==> config.mk <==
export PLATFORM = sky130hd
export DESIGN_NAME = osc_tick_gen
export DESIGN_NICKNAME = d
export VERILOG_FILES = /design/src/rtl/osc_tick_pkg.sv /design/src/rtl/osc_tick_ch.sv /design/src/rtl/osc_tick_gen.sv
export SDC_FILE = /design/constraint.sdc
export NUM_CORES = 1
export LEC_CHECK = 0
export CAP_MARGIN = 20
export CORE_ASPECT_RATIO = 0.7
export CORE_MARGIN = 2
export CORE_UTILIZATION = 40
export DETAILED_ROUTE_END_ITERATION = 6
export PLACE_DENSITY_LB_ADDON = 0.2
export SLEW_MARGIN = 0
export SYNTH_ARGS = -nofsm -noshare
export SYNTH_HDL_FRONTEND = slang
export SYNTH_SLANG_ARGS = --single-unit
==> constraint.sdc <==
create_clock -name CLK -period 5.2 [get_ports CLK]
set_input_delay 0.78 -clock CLK [delete_from_list [all_inputs] [get_ports CLK]]
set_output_delay 0.78 -clock CLK [all_outputs]
set_load 0.01 [all_outputs]
==> src/rtl/osc_tick_pkg.sv <==
// Shared types, defaults and sizing helpers for the oscillator tick generator.
// Imported by osc_tick_ch and osc_tick_gen.
package osc_tick_pkg;

    typedef enum logic {
        ST_SETTLE,
        ST_RUN
    } state_t;

    localparam int DEF_NUM_CH        = 4;
    localparam int DEF_DIV_W         = 16;
    localparam int DEF_SETTLE_CYCLES = 1024;
    localparam int DEF_DIV           = 50;

    // Bits needed to count 0..n-1, never less than one.
    function automatic int settle_w(input int n);
        return (n <= 2) ? 1 : $clog2(n);
    endfunction

    // Channel-select width, max(1, clog2(n)).
    function automatic int ch_w(input int n);
        return (n <= 2) ? 1 : $clog2(n);
    endfunction

endpackage

==> src/rtl/osc_tick_ch.sv <==
// One tick channel: divisor, pending divisor, down-counter, active flag, TICK.
// Ports: clk, resetn (sync, active-low), load/en/div (config), sync, run,
//        tick (registered one-cycle strobe), active (channel enabled).
module osc_tick_ch
    import osc_tick_pkg::*;
#(
    parameter int DIV_W       = DEF_DIV_W,
    parameter int DEFAULT_DIV = DEF_DIV
) (
    input  logic             clk,
    input  logic             resetn,
    input  logic             load,
    input  logic             en,
    input  logic [DIV_W-1:0] div,
    input  logic             sync,
    input  logic             run,
    output logic             tick,
    output logic             active
);

    logic [DIV_W-1:0] div_cur;
    logic [DIV_W-1:0] div_pend;
    logic             pend_vld;
    logic [DIV_W-1:0] cnt;

    logic [DIV_W-1:0] n_div;
    logic [DIV_W-1:0] n_pend;
    logic             n_pv;
    logic [DIV_W-1:0] n_cnt;
    logic             n_act;
    logic             term;

    // Reload value D_eff-1, with a divisor of 0 treated as 1.
    function automatic logic [DIV_W-1:0] reload(input logic [DIV_W-1:0] d);
        return (d == '0) ? '0 : d - DIV_W'(1);
    endfunction

    always_comb begin
        n_div  = div_cur;
        n_pend = div_pend;
        n_pv   = pend_vld;
        n_cnt  = cnt;
        n_act  = active;
        term   = active && (cnt == '0);

        // Terminal count: the period just ended, so a pending divisor
        // can be adopted without shortening or stretching any tick gap.
        if (term) begin
            n_div = pend_vld ? div_pend : div_cur;
            n_pv  = 1'b0;
            n_cnt = reload(n_div);
        end else if (active) begin
            n_cnt = cnt - DIV_W'(1);
        end

        if (load && run) begin
            if (!en) begin
                n_act = 1'b0;
                n_div = div;
                n_pv  = 1'b0;
                n_cnt = '0;
            end else if (!active || term) begin
                // Fresh start, or the reload point is this very cycle.
                n_act = 1'b1;
                n_div = div;
                n_pv  = 1'b0;
                n_cnt = reload(div);
            end else begin
                n_pend = div;
                n_pv   = 1'b1;
            end
        end

        // Sync sees the post-config divisor and enable.
        if (sync && run && n_act) begin
            if (n_pv) begin
                n_div = n_pend;
            end
            n_pv  = 1'b0;
            n_cnt = reload(n_div);
        end
    end

    always_ff @(posedge clk) begin
        if (!resetn) begin
            div_cur  <= DIV_W'(DEFAULT_DIV);
            div_pend <= '0;
            pend_vld <= 1'b0;
            cnt      <= '0;
            active   <= 1'b0;
            tick     <= 1'b0;
        end else begin
            div_cur  <= n_div;
            div_pend <= n_pend;
            pend_vld <= n_pv;
            cnt      <= n_cnt;
            active   <= n_act;
            tick     <= n_act && (n_cnt == '0);
        end
    end

endmodule

==> src/rtl/osc_tick_gen.sv <==
// RC-oscillator tick generator: settle window, then NUM_CH programmable ticks.
// Ports: CLK, RESETN, CFG_VALID/READY/CH/DIV/EN, SYNC_ALL, OSC_READY, TICK, CH_ACTIVE.
module osc_tick_gen
    import osc_tick_pkg::*;
#(
    parameter int NUM_CH        = DEF_NUM_CH,
    parameter int DIV_W         = DEF_DIV_W,
    parameter int SETTLE_CYCLES = DEF_SETTLE_CYCLES,
    parameter int DEFAULT_DIV   = DEF_DIV,
    localparam int CH_W         = ch_w(NUM_CH)
) (
    input  logic              CLK,
    input  logic              RESETN,
    input  logic              CFG_VALID,
    output logic              CFG_READY,
    input  logic [CH_W-1:0]   CFG_CH,
    input  logic [DIV_W-1:0]  CFG_DIV,
    input  logic              CFG_EN,
    input  logic              SYNC_ALL,
    output logic              OSC_READY,
    output logic [NUM_CH-1:0] TICK,
    output logic [NUM_CH-1:0] CH_ACTIVE
);

    localparam int SW = settle_w(SETTLE_CYCLES);
    localparam logic [SW-1:0] SETTLE_LAST = SW'(SETTLE_CYCLES - 1);

    state_t            state;
    logic [SW-1:0]     scnt;
    logic              run;
    logic              hs;
    logic [NUM_CH-1:0] load;

    always_ff @(posedge CLK) begin
        if (!RESETN) begin
            state <= ST_SETTLE;
            scnt  <= '0;
        end else begin
            unique case (state)
                ST_SETTLE: begin
                    if (scnt == SETTLE_LAST) begin
                        state <= ST_RUN;
                    end else begin
                        scnt <= scnt + SW'(1);
                    end
                end
                ST_RUN: state <= ST_RUN;
            endcase
        end
    end

    assign run       = (state == ST_RUN);
    assign OSC_READY = run;
    assign CFG_READY = run;
    assign hs        = CFG_VALID && run;

    // Out-of-range CFG_CH matches no channel, so the handshake is a no-op.
    for (genvar i = 0; i < NUM_CH; i++) begin : g_ch
        assign load[i] = hs && (CFG_CH == CH_W'(i));

        osc_tick_ch #(
            .DIV_W       (DIV_W),
            .DEFAULT_DIV (DEFAULT_DIV)
        ) u_ch (
            .clk    (CLK),
            .resetn (RESETN),
            .load   (load[i]),
            .en     (CFG_EN),
            .div    (CFG_DIV),
            .sync   (SYNC_ALL),
            .run    (run),
            .tick   (TICK[i]),
            .active (CH_ACTIVE[i])
        );
    end

endmodule

# Yosys cells after proc, flatten, opt, wreduce, memory -nomap -nowiden
# Index checks and enable logic that the tools add are counted.
[word_totals] regBits=215 in_bits=23 output_inout_bits=10
[classes] n_addsub=14 n_eq_ne=4 mux=107 n_bitwise=3 reduce_logical=53
[ops] operator="2-to-1 mux 16 bit" n=77
[ops] operator="zero test 16 bit" n=17
[ops] operator="subtractor 16 x 1 -> 16 bit, second input constant" n=13
[ops] operator="2-to-1 mux 1 bit" n=29
[ops] operator="logical AND 1 bit" n=22
[ops] operator="adder 10 x 1 -> 10 bit, second input constant" n=1
[ops] operator="equality test 10 bit, second input constant" n=1
[ops] operator="OR reduction 2 bit" n=4
[ops] operator="equality test 2 bit, second input constant" n=2
[ops] operator="zero test 1 bit" n=4
[ops] operator="logical OR 1 bit" n=4
[ops] operator="NOT 1 bit" n=3
[ops] operator="equality test 2 x 1 -> 1 bit, second input constant" n=1
[ops] operator="zero test 2 bit" n=1
[ops] operator="case mux 1 bit (2 select lines)" n=1
[ops] operator="AND reduction 2 bit" n=1

# Longest topological paths before layout
# Gate-level depths: netlist of run 1.
[logic_depth] ltp_word=13 ltp_mapped=18

# Modules after synthesis
# Synthesis of run 1 repeated with hierarchy kept, for this count alone.
[hier_totals] cells_unflattened=2570 hier_area_um2=18995.7
[by_module_without_submodules] module="osc_tick_ch (g_ch[2].u_ch ...)" n_inst=2 cells_each=628 area_each_um2=4682.0 seq_area_each_um2=1021.0
[by_module_without_submodules] module="osc_tick_ch (g_ch[1].u_ch)" n_inst=1 cells_each=621 area_each_um2=4575.6 seq_area_each_um2=1021.0
[by_module_without_submodules] module="osc_tick_ch (g_ch[0].u_ch)" n_inst=1 cells_each=625 area_each_um2=4474.3 seq_area_each_um2=1021.0
[by_module_without_submodules] module="osc_tick_gen" n_inst=1 cells_each=68 area_each_um2=581.8 seq_area_each_um2=220.2

# Least setup slack after synthesis of run 1
# OpenSTA, ideal clock, no wires.
[synth_path] path_type="flip-flop to flip-flop" from="register g_ch[3].u_ch.cnt[0]" to="register g_ch[3].u_ch.tick" setup_time_ns=0.061 arrival_time_ns=4.005 required_ns=5.139 slack_ns=1.133 stages_incl_launch_ff=18 path_buffers=3 path_cell_list="dfxtp_1 inv_1 ha_1 or4b_2 nor4_4 a22oi_2 buf_2 clkbuf_1 o21ai_0 ha_1 o211ai_1 nor4_2 buf_4 a311oi_1 o32ai_1 inv_1 a2111oi_0 and4_1"
[synth_between] elab_chain_len=13 word_cells_on_any_way=32
[synth_lines] element="from (decl)" line="osc_tick_ch.sv:24" source="logic [DIV_W-1:0] cnt;"
[synth_lines] element="from (signal assigned)" line="osc_tick_ch.sv:96" source="cnt <= n_cnt;"
[synth_lines] element="zero test 16 bit" line="osc_tick_ch.sv:44" source="term = active && (cnt == '0);"
[synth_lines] element="logical AND 1 bit" line="osc_tick_ch.sv:44"
[synth_lines] element="2-to-1 mux 16 bit / logical OR 1 bit (equally long branches)" line="osc_tick_ch.sv:48, osc_tick_ch.sv:62"
[synth_lines] element="2-to-1 mux 16 bit / 2-to-1 mux 1 bit (equally long branches)" line="osc_tick_ch.sv:62" source="end else if (!active || term) begin"
[synth_lines] element="2-to-1 mux 16 bit / 2-to-1 mux 1 bit (equally long branches)" line="osc_tick_ch.sv:57" source="if (!en) begin"
[synth_lines] element="2-to-1 mux 16 bit / 2-to-1 mux 1 bit (equally long branches)" line="osc_tick_ch.sv:56" source="if (load && run) begin"
[synth_lines] element="2-to-1 mux 16 bit" line="osc_tick_ch.sv:76" source="if (n_pv) begin"
[synth_lines] element="2-to-1 mux 16 bit" line="osc_tick_ch.sv:75" source="if (sync && run && n_act) begin"
[synth_lines] element="subtractor 16 x 1 -> 16 bit / zero test 16 bit (equally long branches)" line="osc_tick_ch.sv:35" source="return (d == '0) ? '0 : d - DIV_W'(1);"
[synth_lines] element="2-to-1 mux 16 bit" line="osc_tick_ch.sv:35"
[synth_lines] element="2-to-1 mux 16 bit" line="osc_tick_ch.sv:75"
[synth_lines] element="zero test 16 bit" line="osc_tick_ch.sv:98" source="tick <= n_act && (n_cnt == '0);"
[synth_lines] element="logical AND 1 bit (*)" line="osc_tick_ch.sv:98"
[synth_lines] element="to (signal assigned)" line="osc_tick_ch.sv:98"
[synth_lines] element="to (decl)" line="osc_tick_ch.sv:17" source="output logic tick,"
# Mark *: on every way between the ends. The rest lies on a longest branch, timed or not. The select of a mux whose other input is x is not followed.
# A chain may end at the register's enable or synchronous reset.

# Final worst setup path of run 1
# Ends and elaborated chain as after synthesis.

==> summary.txt, run 1 <==
Outcome
  – Outcome: completed

Layout
  – Commonest cells after routing, fill and taps aside: nand2_1 (340), nor2_1 (314), dfxtp_1 (215), a21oi_1 (185), o21ai_0 (152)
  – Total area of sequential cells: 4300 um2
  – Net count, final: 2,578
  – Area of the multi-input gates: 12,700 um2
  – Layout cells sized above 1: 0.104
  – Fill cell total of the finished layout: 4,538
  – Number of antenna cells inserted: 0
  – Synth-to-layout area growth: 12.6%
  – Commonest non-fill, non-tap cell in the layout: nand2_1

Pwr
  – Worst IR drop on VDD: 0.251 mV
  – Part of the total power dissipated in combinational logic: 0.058
  – Share of total power in sequential cells: 0.445
  – Lkg Pwr: 7.62 nW
  – Part of the power in the clock network: 0.497
  – Switching fraction of total power: 0.257
  – Pwr/cell area: 185 nW/um2
  – Power dissipated by switching net loads: 0.952 mW
  – Internal power: 2.76 mW

Floorplan
  – Number of rows created at floorplan: 64
  – Top-level I/O count: 33
  – Starting Density: 0.406
  – Horizontal die dimension: 256 um
  – Overall die area: 46,300 um2
  – Height of the die: 181 um
  – Std-Cell Core Area: 43,900 um2

Synthesis
  – Syn_nets: 2,554
  – Flip-flop and latch count after synthesis: 215
  – Most common flop cell mapped by yosys: dfxtp_1
  – Mean post-synth cell area: 7.11 um2
  – Area share of fa/ha/maj cells after synthesis: 0.0161
  – Simple-gate share of the synthesized area: 0.297
  – Share of the synthesized area in the top cell type: 0.241
  – Number of distinct library cells after synthesis: 94
  – Proportion of register bits with asynchronous set or reset after synthesis: 0
  – Synth Area in Compound Gates: 0.244
  – Combinational family with the most area after synthesis: simple AND/OR/NAND/NOR gates
  – EDFF count, synth: 0
  – Synthesized-area fraction occupied by xor and xnor cells: 0.0776
  – Yosys warning count: 0
  – Sequential element share of the synthesized area: 0.241
  – Gate count after technology mapping: 2,508
  – Post-synthesis cell area: 17,800 um2
  – Most area-hungry cell type in the Yosys netlist: dfxtp_1
  – Dominant cells by area after synthesis: dfxtp_1 (24%), nand2_1 (7.2%), nor2_1 (6.6%), mux2i_1 (6.3%), a21oi_1 (5.2%)
  – Multiplexer share of the synthesized area: 0.0763

Flow run
  – Max-cap violation count: 0

STA
  – Worst hold slack: 462 ps
  – Actual slew at the worst max-slew pin: 1240 ps
  – Unrepaired setup endpoints after global routing: no
  – Final worst path period need: 4710 ps
  – Number of endpoints with negative hold slack in the final report: 0
  – Maximum clock skew at final layout: 14.8 ps
  – Worst relative slew slack: 0.168
  – Total count of max-transition violations in the final report: 0
  – Highest attainable clock frequency: 212 MHz
  – Fraction of the cycle the final worst path needs: 0.905
  – Count of final setup violators: 0
  – Total negative slack for setup checks: 0 ps

Drt
  – Total number of vias: 20,100
  – Initial DRC count: 2,709
  – Pre-antenna DRT Iters: 7
  – Total wire length after detailed routing: 80,200 um
  – Remaining routing DRC violations: 0
  – Remaining antenna violation count after routing: 0
  – Wire length per cell after detailed routing: 25.5 um
  – Average via count per standard cell: 6.40

CTS
  – Post-CTS setup buffers: 0
  – Number of CTS-inserted buffers: 25
  – Number of buffers between clock root and the deepest sink: 3
  – Root buf cell: clkbuf_16
  – TritonCTS clock tree: done
  – Gates resized, CTS repair: 0
  – # clock sinks: 215
  – Post-cts hold buffer count: 0
  – Max H-tree Level: 1
  – Clock Pin Slew Worst Setup and Hold Paths: 70 ps
  – Clock insertion delay at the later pin of the skew report: 570 ps

Global route
  – Global-route usage over all layers: 0.335
  – Pin count of the biggest net entering global routing: 66
  – Global-route wire length before repair: 120,000 um
  – Initial antenna violation count: 0
  – Via count of the first global-routing pass: 18,600
  – Total global routing overflow: 0

Worst setup path
  – CP arrival: 5220 ps
  – Endpoint type of the worst setup path: flip-flop
  – Type of origin of the critical path: flip-flop
  – WS Path Type: reg -> reg
  – Critical path data required time: 5710 ps
  – Maximum fanout along the worst path: 9

Worst hold path
  – Min-Delay Path Class: reg -> reg

Placed design
  – Weighted congestion reported at the end of routability-driven placement: 0.995
  – DPL Wire Length: 61,100 um
  – Port Buffer Count: 32
cells by family (layout without fill, tap and decap cells):
group | Yosys count | in the layout
mux | 133 | 133
compound gates | 671 | 671
buf+inv | 207 | 248
xor+xnor | 158 | 158
simple gates | 1101 | 1101
fa+ha+maj | 23 | 23
flops | 215 | 215
metal layers:
layer	up-vias	wire length [um]	GRT usage
li1	9176	-	-
met4	0	2180	0.0844
met5	-	0	0
met2	1097	32100	0.474
met3	133	8880	0.0768
met1	9724	37000	0.503
Yosys cell counts, drive strengths merged, types with 7 or more instances:
library cell and instances:
a211oi 37, a21boi 8, a21o 14, a21oi 186
a221oi 11, a22oi 23, a31oi 25, a32o 7
a32oi 8, and2 35, and3 25, buf 51
clkbuf 125, dfxtp 215, ha 23, inv 31
mux2 20, mux2i 113, nand2 340, nand2b 10
nand3 85, nand4 25, nor2 316, nor2b 11
nor3 89, nor3b 26, nor4 48, nor4b 14
o211ai 42, o21a 9, o21ai 155, o221ai 12
o22ai 47, o31ai 11, o32ai 7, or2 17
or3 17, or4 14, xnor2 92, xor2 66
critical path, cell delays in order, from the launching register on:
cell and delay [ps]:
dfxtp_1 320, inv_1 110, ha_1 180, nor4b_1 450, nand4_1 460, nand2_1 570, mux2i_1 380, a32oi_1 250
nor4_2 550, nand2_1 150, o21ai_1 420, o22ai_1 170, a2111oi_0 410, and4_1 240
sequential cells by signal, summed over array words and instances, names as in the netlist:
name and flops:
g_ch.u_ch.cnt 64, g_ch.u_ch.div_cur 64, g_ch.u_ch.div_pend 64, scnt 10
g_ch.u_ch.active 4, g_ch.u_ch.pend_vld 4, g_ch.u_ch.tick 4, CFG_READY 1
through the flow:
stage / total power [mW] / setup WS, ps / cell area, um2 / std cells / utilization
after detailed placement: 1.89 / 164 / 19300 / 3099 / 0.439
after global placement: 1.89 / 242 / 19300 / 3099 / 0.439
after CTS: 3.73 / 625 / 20100 / 3143 / 0.458
final: 3.71 / 492 / 20100 / 3143 / 0.458
after floorplan: 1.76 / 1130 / 17800 / 2508 / -
after global routing: 3.80 / 146 / 20100 / 3143 / 0.458
worst paths after layout:
kind / from / end / slack, ps / cells past startpoint
hold reg to reg: g_ch[0].u_ch.div_pend[0] / g_ch[0].u_ch.div_pend[0] / 460 / 2
setup reg to reg: g_ch[3].u_ch.cnt[0] / g_ch[3].u_ch.tick / 490 / 13
hold / removal: g_ch[0].u_ch.div_pend[0] / g_ch[0].u_ch.div_pend[0] / 460 / 2
setup / recovery: g_ch[3].u_ch.cnt[0] / g_ch[3].u_ch.tick / 490 / 13
cell type report:
class	instances	area share
clock inverter	13	0.00760
clock buffer	31	0.0333
multi-input combinational	2086	0.632
sequential	215	0.214
inverter	31	0.00592
timing repair buffer	173	0.0694
tap	594	0.0370
power by group through the flow:
stage	logic [mW]	registers, mW	clock network, mW
final	0.214	1.65	1.85
after global routing	0.214	1.65	1.94
after CTS	0.204	1.65	1.87
after detailed placement	0.203	1.69	0
after global placement	0.203	1.69	0
after floorplan	0.0728	1.69	0
Power figures use the tool's default switching activity.
==> run 2: changes to the inputs <==
--- a/config.mk
+++ b/config.mk
@@ -11,6 +11,7 @@
 export CORE_UTILIZATION = 40
 export DETAILED_ROUTE_END_ITERATION = 6
 export PLACE_DENSITY_LB_ADDON = 0.2
+export SKIP_LAST_GASP = 1
 export SLEW_MARGIN = 0
 export SYNTH_ARGS = -nofsm -noshare
 export SYNTH_HDL_FRONTEND = slang
==> results of run 2 <==
Same layout as run 1: the final DEF is identical, and so are final timing and power.
